### config.mk
export PLATFORM = sky130hd
export DESIGN_NAME = control_sequencer
export DESIGN_NICKNAME = d
export VERILOG_FILES = /design/src/rtl/control_sequencer.sv
export SDC_FILE = /design/constraint.sdc
export NUM_CORES = 1
export LEC_CHECK = 0
export ABC_AREA = 1
export BUFFER_PORTS_ARGS = -buffer_cell sky130_fd_sc_hd__buf_2
export CORE_MARGIN = 2
export CORE_UTILIZATION = 25
export DETAILED_ROUTE_END_ITERATION = 6
export MAX_ROUTING_LAYER = met4
export PLACE_DENSITY = 0.39
export SYNTH_ARGS = -nofsm -noshare
export SYNTH_HDL_FRONTEND = slang
export SYNTH_SLANG_ARGS = --single-unit
### constraint.sdc
create_clock -name clock -period 5.5 [get_ports clock]
set_input_delay 0.55 -clock clock [delete_from_list [all_inputs] [get_ports clock]]
set_output_delay 0.55 -clock clock [all_outputs]
set_load 0.05 [all_outputs]
### src/rtl/control_sequencer.sv
// control_sequencer: multi-cycle control FSM plus accumulator datapath that
// sits right after the fetch stage. Steady state is FETCH -> DECODE ->
// EXECUTE (3 cycles per instruction). FETCH_WAIT absorbs the registered
// program-memory read of address 0 after reset.
//
// Handshake with the fetch stage: IRload captures the memory output into IR
// at the end of FETCH; PCload updates the PC at the end of DECODE, to PC+1
// when Jmux=1 or to IR[ADDR_LEN-1:0] when Jmux=0. The new PC's memory read
// completes during EXECUTE, so IR is reloaded in the following FETCH.
module control_sequencer #(
    parameter int ADDR_LEN        = 4,
    parameter int INSTRUCTION_LEN = 10,
    parameter int DATA_LEN        = 8
) (
    input  logic                       clock,
    input  logic                       reset,
    input  logic [INSTRUCTION_LEN-1:0] IR,
    input  logic [DATA_LEN-1:0]        in_data,
    output logic                       PCload,
    output logic                       IRload,
    output logic                       Jmux,
    output logic [DATA_LEN-1:0]        acc,
    output logic                       zero,
    output logic                       carry,
    output logic [DATA_LEN-1:0]        out_data,
    output logic                       out_valid,
    output logic                       halted,
    output logic [2:0]                 state_dbg
);

    typedef enum logic [2:0] {
        S_FETCH_WAIT = 3'd0,
        S_FETCH      = 3'd1,
        S_DECODE     = 3'd2,
        S_EXECUTE    = 3'd3,
        S_HALT       = 3'd4
    } state_t;

    localparam logic [2:0] OP_NOP  = 3'd0;
    localparam logic [2:0] OP_LDI  = 3'd1;
    localparam logic [2:0] OP_ADDI = 3'd2;
    localparam logic [2:0] OP_SUBI = 3'd3;
    localparam logic [2:0] OP_IN   = 3'd4;
    localparam logic [2:0] OP_OUT  = 3'd5;
    localparam logic [2:0] OP_JZ   = 3'd6;
    localparam logic [2:0] OP_JMP  = 3'd7;

    // Immediate field width; the jump target must lie inside it, otherwise
    // jumps would read opcode bits as address bits and are never taken.
    localparam int IMM_LEN = 7;
    localparam bit TGT_FITS = (ADDR_LEN <= IMM_LEN);

    state_t state, next_state;

    logic [2:0]          opcode;
    logic                halt_bit;
    logic [DATA_LEN-1:0] imm;
    logic                is_halt;
    logic                jump_taken;
    logic [DATA_LEN:0]   sum;
    logic [DATA_LEN-1:0] diff;

    assign opcode   = IR[INSTRUCTION_LEN-1 -: 3];
    assign halt_bit = IR[IMM_LEN-1];
    assign imm      = DATA_LEN'(IR[IMM_LEN-1:0]);
    assign is_halt  = (opcode == OP_JMP) && halt_bit;
    // JZ looks at the registered flag, i.e. the result of the last A write.
    assign jump_taken = TGT_FITS &&
                        (((opcode == OP_JMP) && !halt_bit) ||
                         ((opcode == OP_JZ) && zero));

    assign sum  = {1'b0, acc} + {1'b0, imm};
    assign diff = acc - imm;

    assign state_dbg = state;
    assign halted    = (state == S_HALT);

    // State register; reset restarts the sequence at FETCH_WAIT.
    always_ff @(posedge clock or posedge reset) begin
        if (reset) state <= S_FETCH_WAIT;
        else       state <= next_state;
    end

    // Next-state logic.
    always_comb begin
        next_state = state;
        case (state)
            S_FETCH_WAIT: next_state = S_FETCH;
            S_FETCH:      next_state = S_DECODE;
            S_DECODE:     next_state = is_halt ? S_HALT : S_EXECUTE;
            S_EXECUTE:    next_state = S_FETCH;
            S_HALT:       next_state = S_HALT;
            default:      next_state = S_FETCH_WAIT;
        endcase
    end

    // Fetch-stage control; IR is only looked at in DECODE.
    always_comb begin
        PCload = 1'b0;
        IRload = 1'b0;
        Jmux   = 1'b1;
        case (state)
            S_FETCH: IRload = 1'b1;
            S_DECODE: begin
                if (!is_halt) begin
                    PCload = 1'b1;
                    Jmux   = !jump_taken;
                end
            end
            default: ;
        endcase
    end

    // Datapath: register writes happen at the EXECUTE edge only.
    always_ff @(posedge clock or posedge reset) begin
        if (reset) begin
            acc       <= '0;
            zero      <= 1'b0;
            carry     <= 1'b0;
            out_data  <= '0;
            out_valid <= 1'b0;
        end else begin
            out_valid <= 1'b0;
            if (state == S_EXECUTE) begin
                case (opcode)
                    OP_LDI: begin
                        acc  <= imm;
                        zero <= (imm == '0);
                    end
                    OP_ADDI: begin
                        acc   <= sum[DATA_LEN-1:0];
                        carry <= sum[DATA_LEN];
                        zero  <= (sum[DATA_LEN-1:0] == '0);
                    end
                    OP_SUBI: begin
                        acc   <= diff;
                        carry <= (acc < imm);
                        zero  <= (diff == '0);
                    end
                    OP_IN: begin
                        acc  <= in_data;
                        zero <= (in_data == '0);
                    end
                    OP_OUT: begin
                        out_data  <= acc;
                        out_valid <= 1'b1;
                    end
                    OP_NOP, OP_JZ, OP_JMP: ;
                    default: ;
                endcase
            end
        end
    end

endmodule

==> results_dict.tcl, run 1 <==
set metrics [dict create \
    synth.most_common_cell "nand2_1" \
    syn_area_sq_mm 0.00202 \
    highest_layer "met4" \
    yosysTopAreaCell "dfrtp_1" \
    synth_cell_types 34 \
    syn_nets 339 \
    row_count 32 \
    cts_tree "yes" \
    holdBufCountCts 0 \
    synth.top_cell.area_share_pct 27.3 \
    critPathTopFamily "simple AND/OR/NAND/NOR gates" \
    cts_root_buffer "clkbuf_8" \
    nFillCells 902 \
    totalWireLength_mm 6.17 \
    drtIter0Drc 100 \
    worst_pin_slew_ns 0.875 \
    critPathRequiredTime_ns 5.71 \
    place.detailed.hpwl_mm 5.16 \
    via_count 2062 \
    dieArea_sq_mm 0.00881 \
    ios 46 \
    critPathSlowestCell "fa_1" \
    antenna_found_initial 0 \
    wl_met1_mm 3.11 \
    p_total_uw 1350 \
    insertedDiodeCount 0 \
    routed_via_density 4.59 \
    drive_gt1_share_pct 20.7 \
    setup-tns-final_ns 0 \
    synth_edf_count 0 \
    met2WireLength_mm 2.64 \
    crit_top_cell "nor2_1" \
    clock-sinks 22 \
    slew_viol_final 0 \
    ys.warnings.count 0 \
    min_path_type "input port to asynchronous set/reset pin" \
    clk_latency_ns 0.27 \
    drc 0 \
    critical-path-max-stage-delay_ns 0.47 \
    syn_area_per_cell_sq_um 6.69 \
    start_util_pct 26.0 \
    io_buffers 45 \
    max-vdd-ir-drop_mv 0.205 \
    cp_cell_sequence "inv_1 > ha_1 > inv_1 > fa_1 > nor2_1 > nand2_2 > nor2_1 > nand3_1 > nor2_1 > nand2_1 > nor2_1 > nor2_1 > nand2_1 > nand2_1 > nand2_1" \
    cts_setup_buffers 0 \
    setup_ws_ns 3.36 \
    outcome "finished, final reports clean" \
    overflow 0 \
    power_density_mw_per_mm2 562 \
    first_pass_iters 4 \
    track_usage_pct 14.9 \
    maxSlewHeadroom_pct 41.6 \
    crit_arrival_ns 2.35 \
    async_flop_share_pct 100 \
    design_area_sq_mm 0.00240 \
    clk_pin_slew_worst_paths_ns 0.09 \
    dieHeight_um 93.9 \
    period_needed_ns 2.14 \
    numCtsBuffers 3 \
    path_class "flop to flop" \
    layout.nets 385 \
    grt_pass1_wl_mm 10.0 \
    grt_max_degree 23 \
    stdcell_count 449 \
    antenna_left 0 \
    die_w_um 93.9 \
    wl_met3_um 350 \
    hold_viol_final 0 \
    skew_ns 0.00700 \
    drt-wirelength-per-cell_um 13.7 \
    worstSetupEndpointType "flop" \
    synthCells 302 \
    fmaxAchievable_mhz 467 \
    dp.cells 445 \
    synth_common_cells "nand2_1, inv_1, nand3_1" \
    core_area_sq_mm 0.00777 \
    syn_to_final_growth_pct 18.9 \
    cts.path.max_buffers 2 \
    cp_max_fo 4 \
    drv_cap 0 \
    finalSetupViolCount 0 \
    cts_resized 0 \
    synthFlopType "dfrtp_1" \
    power.leakage_uw 0.00130 \
    rsz0062_at_grt "false" \
    timing.final.crit_share_pct 39.0 \
    yosys-top-cells-area "dfrtp_1, nand2_1, ha_1" \
    placed_area_sq_mm 0.00235 \
    critPathBufInv 2 \
    htreeDepth 1 \
    grt_pass1_vias 1956 \
    ys_ff_latch 22 \
    place_congestion 0.847 \
    ys_seq_area_share_pct 27.3 \
    start_kind "flop" \
    place_ws_ns 3.12 \
]
area by class of cell:
cell class              instances  area, sq um  share of cell area, %
well taps                     102          128                   5.32
flip-flops and latches         22          551                   22.9
multi-input cells             225         1250                   52.0
inverters                      51          194                   8.08
clock buffers                   4         55.1                   2.29
repair buffers                 45          225                   9.38
stage by stage:
step                hold WS (ns)  utilization [%]
CTS                        0.480             30.9
floorplan                  0.539                -
global placement           0.452             30.2
finish                     0.457             30.9
detailed placement         0.457             30.2
global route               0.512             30.9
power breakdown:
group	switching [uW]	internal, uW	total [uW]
Clock	55.5	63.9	119
Combinational	680	256	936
Sequential	67.9	227	295
Total	803	547	1350
sequential cells by signal (all words and copies together) (netlist names):
signal / flops
state_dbg: 3
out_valid: 1
out_data: 8
acc: 8
zero: 1
carry: 1
per-layer routing:
metal / up-vias / GRT usage [%]
met5: - / -
met4: 0 / 2.29
met3: 6 / 2.65
met2: 59 / 22.1
met1: 937 / 21.6
li1: 1060 / -
cells by family (layout without fill, tap and decap cells):
family	Yosys count	count (layout)	share of synthesized area, %
simple gates	169	169	38.3
buf+inv	55	100	10.9
compound gates	38	38	11.8
flops	22	22	27.3
fa+ha+maj	17	17	11.3
xor+xnor	1	1	0.434
path summary, 6_finish.rpt:
| check | startpoint | endpoint | slack [ns] | cells past startpoint |
|---|---|---|---|---|
| setup reg to reg | acc[0] | zero | 3.36 | 15 |
| min in group clock | out_data[6] | out_data[6] | 0.48 | 2 |
| hold reg to reg | out_data[6] | out_data[6] | 0.48 | 2 |
| hold / removal | reset | out_data[2] | 0.46 | 2 |
| max in group asynchronous | reset | acc[5] | 4.50 | 2 |
| setup / recovery | acc[0] | zero | 3.36 | 15 |
placed cells by master (no fill, tap or decap), drive strengths merged:
cell type and n:
nand2 93, inv 51, buf 45, nor2 30
nand3 26, dfrtp 22, o21ai 18, ha 15
a21oi 13, nand4 7, nor3 5, clkbuf 4
nor4 4, o211ai 3, or2 2, fa 2
a31oi 2, o221ai 1, a22oi 1, xnor2 1
and3 1, nand3b 1
Note: power is estimated with default switching activity, not from simulation.
==> inputs of run 2 (changes only) <==
==> constraint.sdc (replaced) <==
create_clock -name clock -period 2.07 [get_ports clock]
set_input_delay 0.207 -clock clock [delete_from_list [all_inputs] [get_ports clock]]
set_output_delay 0.207 -clock clock [all_outputs]
set_load 0.05 [all_outputs]
==> results_dict.tcl, run 2 (same netlist as run 1, synthesis figures left out) <==
set metrics [dict create \
    drtIter0Drc 82 \
    p_total_uw 3850 \
    r2r_cells 10 \
    via_count 2132 \
    numCtsBuffers 3 \
    max-vdd-ir-drop_mv 0.683 \
    drv_cap 0 \
    stdcell_count 464 \
    clock-sinks 22 \
    grt_pass1_wl_mm 10.5 \
    setup-tns-final_ns 0 \
    totalWireLength_mm 6.63 \
    worst_pin_slew_ns 0.419 \
    routed_via_density 4.59 \
    place_congestion 0.855 \
    antenna_found_initial 0 \
    syn_to_final_growth_pct 27.4 \
    dieArea_sq_mm 0.00881 \
    dp.cells 459 \
    maxSlewHeadroom_pct 71.8 \
    clk_latency_ns 0.27 \
    outcome "finished, final reports clean" \
    period_needed_ns 2.00 \
    first_pass_iters 4 \
    rr_endpoint "zero" \
    timing.final.crit_share_pct 96.7 \
    grt_max_degree 23 \
    finalSetupViolCount 0 \
    row_count 32 \
    critPathRequiredTime_ns 2.28 \
    final_common_cell "nand2_1" \
    cp_max_fo 3 \
    placed_area_sq_mm 0.00248 \
    overflow 0 \
    slew_viol_final 0 \
    skew_ns 0.00631 \
    layout_common_cells "nand2_1, inv_1, buf_2" \
    worstSetupEndpointType "flop" \
    setup.worst_path.end "zero" \
    cp-startpoint "acc[0]" \
    antenna_left 0 \
    die_w_um 93.9 \
    r2r-start "acc[0]" \
    hold_viol_final 0 \
    r2r_setup_slack_ns 0.07 \
    drive_gt1_share_pct 27.6 \
    ios 46 \
    start_kind "flop" \
    design_area_sq_mm 0.00257 \
    start_util_pct 26.0 \
    cts.path.max_buffers 2 \
    dieHeight_um 93.9 \
    insertedDiodeCount 0 \
    clk_pin_slew_worst_paths_ns 0.09 \
    drc 0 \
    rsz0062_at_grt "true" \
    min_path_type "input port to flop" \
    layout.nets 400 \
    cts_tree "yes" \
    cts_root_buffer "clkbuf_8" \
    io_buffers 45 \
    place.detailed.hpwl_mm 5.59 \
    cts_setup_buffers 0 \
    grt_pass1_vias 2029 \
    drt-wirelength-per-cell_um 14.3 \
    htreeDepth 1 \
    path_class "flop to flop" \
    fmaxAchievable_mhz 499 \
    utilization_pct 33.1 \
    track_usage_pct 15.8 \
    core_area_sq_mm 0.00777 \
    crit_arrival_ns 2.21 \
    power_density_mw_per_mm2 1500 \
    power.leakage_uw 0.00137 \
]
-- run 2: power by group --
group          internal (uW)  total [uW]  switching, uW
clock network            170         319            149
registers                610         756            146
logic                    848        2780           1930
total                   1630        3850           2220
-- run 2: worst min-delay path by stage --
| stage | slack, ns | cells after the start | end | from |
|---|---|---|---|---|
| after CTS | 0.22 | 3 | acc[1] | in_data[1] |
| after floorplan | 0.20 | 1 | acc[3] | reset |
| final | 0.22 | 3 | acc[1] | in_data[1] |
| after global routing | 0.22 | 3 | acc[1] | in_data[1] |
| after global placement | 0.27 | 3 | out_data[2] | reset |
| after detailed placement | 0.27 | 3 | out_data[2] | reset |
-- run 2: layout make-up --
type                       count  area, sq um
clock buffer                   4         55.1
fill                         913         5190
inverter                      51          194
multi-input combinational    225         1300
sequential                    22          554
tap                          102          128
timing repair buffer          60          340
-- run 2: worst max-delay path: stages, from the launching register on --
cell	delay (ns)
dfrtp_2	0.44
ha_4	0.18
fa_1	0.46
or2_4	0.26
nor3_2	0.12
nand3_1	0.10
nor2_1	0.12
nand3_1	0.09
nand2_1	0.07
nand2_1	0.04
nand2_1	0.05
-- run 2: metal layers --
metal	up-vias	global-route usage, %	share of wire [%]
li1	1088	-	-
met5	-	-	0
met2	48	26.0	46
met1	994	21.5	49
met3	2	2.57	5.3
met4	0	1.09	0.18
-- run 2: per-stage QoR --
| step | worst slack [ns] | hold WS [ns] |
|---|---|---|
| finish | 0.0676 | 0.223 |
| global route | -0.0607 | 0.225 |
| CTS | 0.0325 | 0.220 |
| detailed placement | -0.0235 | 0.273 |
| global placement | 0.0378 | 0.270 |
| floorplan | 0.0135 | 0.196 |
-- run 2: timing repair --
| action | in CTS | in global routing |
|---|---|---|
| gates cloned | 0 | 0 |
| pin swaps | 2 | 2 |
| hold buffers | 1 | 0 |
| endpoints found under the hold margin | 22 | 0 |
| gates resized for setup | 1 | 7 |
| setup endpoints to repair | 1 | 3 |
==> inputs of run 3 (changes only) <==
--- a/config.mk
+++ b/config.mk
@@ -5,7 +5,6 @@
 export SDC_FILE = /design/constraint.sdc
 export NUM_CORES = 1
 export LEC_CHECK = 0
-export ABC_AREA = 1
 export BUFFER_PORTS_ARGS = -buffer_cell sky130_fd_sc_hd__buf_2
 export CORE_MARGIN = 2
 export CORE_UTILIZATION = 25
==> results_dict.tcl, run 3 <==
set metrics [dict create \
    drv_cap 0 \
    antenna_left 0 \
    setup_ws_ns -0.293 \
    timing.final.crit_share_pct 114 \
    start_kind "flop" \
    totalWireLength_mm 7.20 \
    start_util_pct 25.6 \
    via_count 2171 \
    r2r_cells 8 \
    finalSetupViolCount 6 \
    max-vdd-ir-drop_mv 0.635 \
    ys.warnings.count 0 \
    syn_to_final_growth_pct 50.8 \
    setup-tns-final_ns -0.993 \
    grt_pass1_vias 2178 \
    numCtsBuffers 3 \
    grt_pass1_wl_mm 11.3 \
    cts_tree "yes" \
    first_pass_iters 4 \
    power_density_mw_per_mm2 1560 \
    worstSetupEndpointType "flop" \
    cp_max_fo 3 \
    syn_area_per_cell_sq_um 8.68 \
    power.leakage_uw 0.00141 \
    min_path_type "input port to flop" \
    critPathRequiredTime_ns 2.27 \
    synth_cell_types 59 \
    ios 46 \
    final_common_cell "buf_4" \
    hold_viol_final 0 \
    min_path_cells 4 \
    holdWs_ns 0.360 \
    die_w_um 95.3 \
    routed_via_density 4.93 \
    place_congestion 0.818 \
    place.detailed.hpwl_mm 5.66 \
    layout.nets 373 \
    clock-sinks 22 \
    rsz0062_at_grt "true" \
    drtIter0Drc 90 \
    core_area_sq_mm 0.00813 \
    row_count 33 \
    synth_edf_count 0 \
    nFillCells 840 \
    period_needed_ns 2.36 \
    drt-wirelength-per-cell_um 16.4 \
    skew_ns 0.00703 \
    ys_ff_latch 22 \
    clk_latency_ns 0.26 \
    p_total_uw 4910 \
    cts_root_buffer "clkbuf_8" \
    path_class "flop to flop" \
    dieArea_sq_mm 0.00908 \
    crit_arrival_ns 2.56 \
    overflow 0 \
    synth.top_cell.area_share_pct 26.4 \
    outcome "complete, but fails checks" \
    synthCells 240 \
    slew_viol_final 0 \
    fmaxAchievable_mhz 423 \
    violations "setup timing" \
    syn_nets 277 \
    grt_max_degree 23 \
    io_buffers 45 \
    worst_pin_slew_ns 0.499 \
    syn_area_sq_mm 0.00208 \
    htreeDepth 1 \
    synth_common_cells "dfrtp_1, nand2_1, nor2_1" \
    track_usage_pct 16.8 \
    yosysTopAreaCell "dfrtp_1" \
    yosys-top-cells-area "dfrtp_1, ha_1, mux2_2" \
    drive_gt1_share_pct 51.6 \
    dieHeight_um 95.3 \
    antenna_found_initial 0 \
    async_flop_share_pct 100 \
    maxSlewHeadroom_pct 66.4 \
    clk_pin_slew_worst_paths_ns 0.08 \
    cts.path.max_buffers 2 \
    drc 0 \
    ys_seq_area_share_pct 26.4 \
    layout_common_cells "buf_4, buf_2, nand2_1" \
    insertedDiodeCount 0 \
    synthFlopType "dfrtp_1" \
]
-- run 3: cell families after synthesis --
| family | after synthesis | share of synthesized area [%] |
|---|---|---|
| mux | 12 | 6.55 |
| flops | 22 | 26.4 |
| compound gates | 71 | 24.4 |
| buf+inv | 31 | 8.05 |
| xor+xnor | 8 | 3.36 |
| simple gates | 79 | 20.2 |
| fa+ha+maj | 17 | 10.9 |
-- run 3: worst max-delay path, stage by stage (launching register included) --
cell and delay (ns):
dfrtp_2 0.43, buf_4 0.15, ha_4 0.17, fa_2 0.41
xnor2_2 0.17, or4b_4 0.51, a2111oi_4 0.21, a311oi_1 0.14
o21ai_1 0.13
-- run 3: per-layer routing --
| metal | global-route usage (%) | vias to the layer above | wire length [um] |
|---|---|---|---|
| met5 | - | - | 0 |
| met4 | 3.50 | 0 | 79 |
| met3 | 2.53 | 6 | 354 |
| met2 | 27.4 | 63 | 3480 |
| met1 | 22.1 | 1041 | 3280 |
| li1 | - | 1061 | - |
-- run 3: path summary, 6_finish.rpt --
| kind | from | endpoint | slack [ns] |
|---|---|---|---|
| min reg2reg | out_data[7] | out_data[7] | 0.51 |
| min | in_data[7] | acc[7] | 0.36 |
| min in group asynchronous | reset | out_valid | 0.52 |
| max reg2reg | acc[0] | zero | -0.29 |
| max in group asynchronous | reset | acc[1] | 1.28 |
| max | acc[0] | zero | -0.29 |
-- run 3: what timing repair did --
action / 4_1_cts / 5_1_grt
pin swaps: 12 / 22
endpoints found under the setup margin: 6 / 8
cloned: 0 / 0
buffers inserted: 2 / 5
hold buffers: 1 / 0
resized for setup: 11 / 27
endpoints found under the hold margin: 22 / 0
-- run 3: area by class of cell --
type	instances	area (sq um)	share of cell area [%]
inverters	17	63.8	2.03
flip-flops and latches	22	561	17.8
multi-input cells	187	1620	51.5
well taps	105	131	4.18
clock buffers	4	55.1	1.75
repair buffers	105	714	22.7
-- run 3: metrics by stage --
stage,setup WS [ns],area [sq um],util [%],instances
floorplan,-0.205,2170,-,240
global placement,-0.263,2840,34.9,428
detailed placement,-0.260,2840,34.9,428
CTS,-0.255,2980,36.6,435
global route,-0.428,3140,38.6,440
finish,-0.293,3140,38.6,440
-- run 3: where the power goes --
group          internal, uW  total (uW)  switching [uW]  leakage [uW]
clock                   170         312             142     0.0000288
combinational          1620        3800            2170       0.00112
sequential              627         798             171      0.000263
total                  2420        4910            2490       0.00141
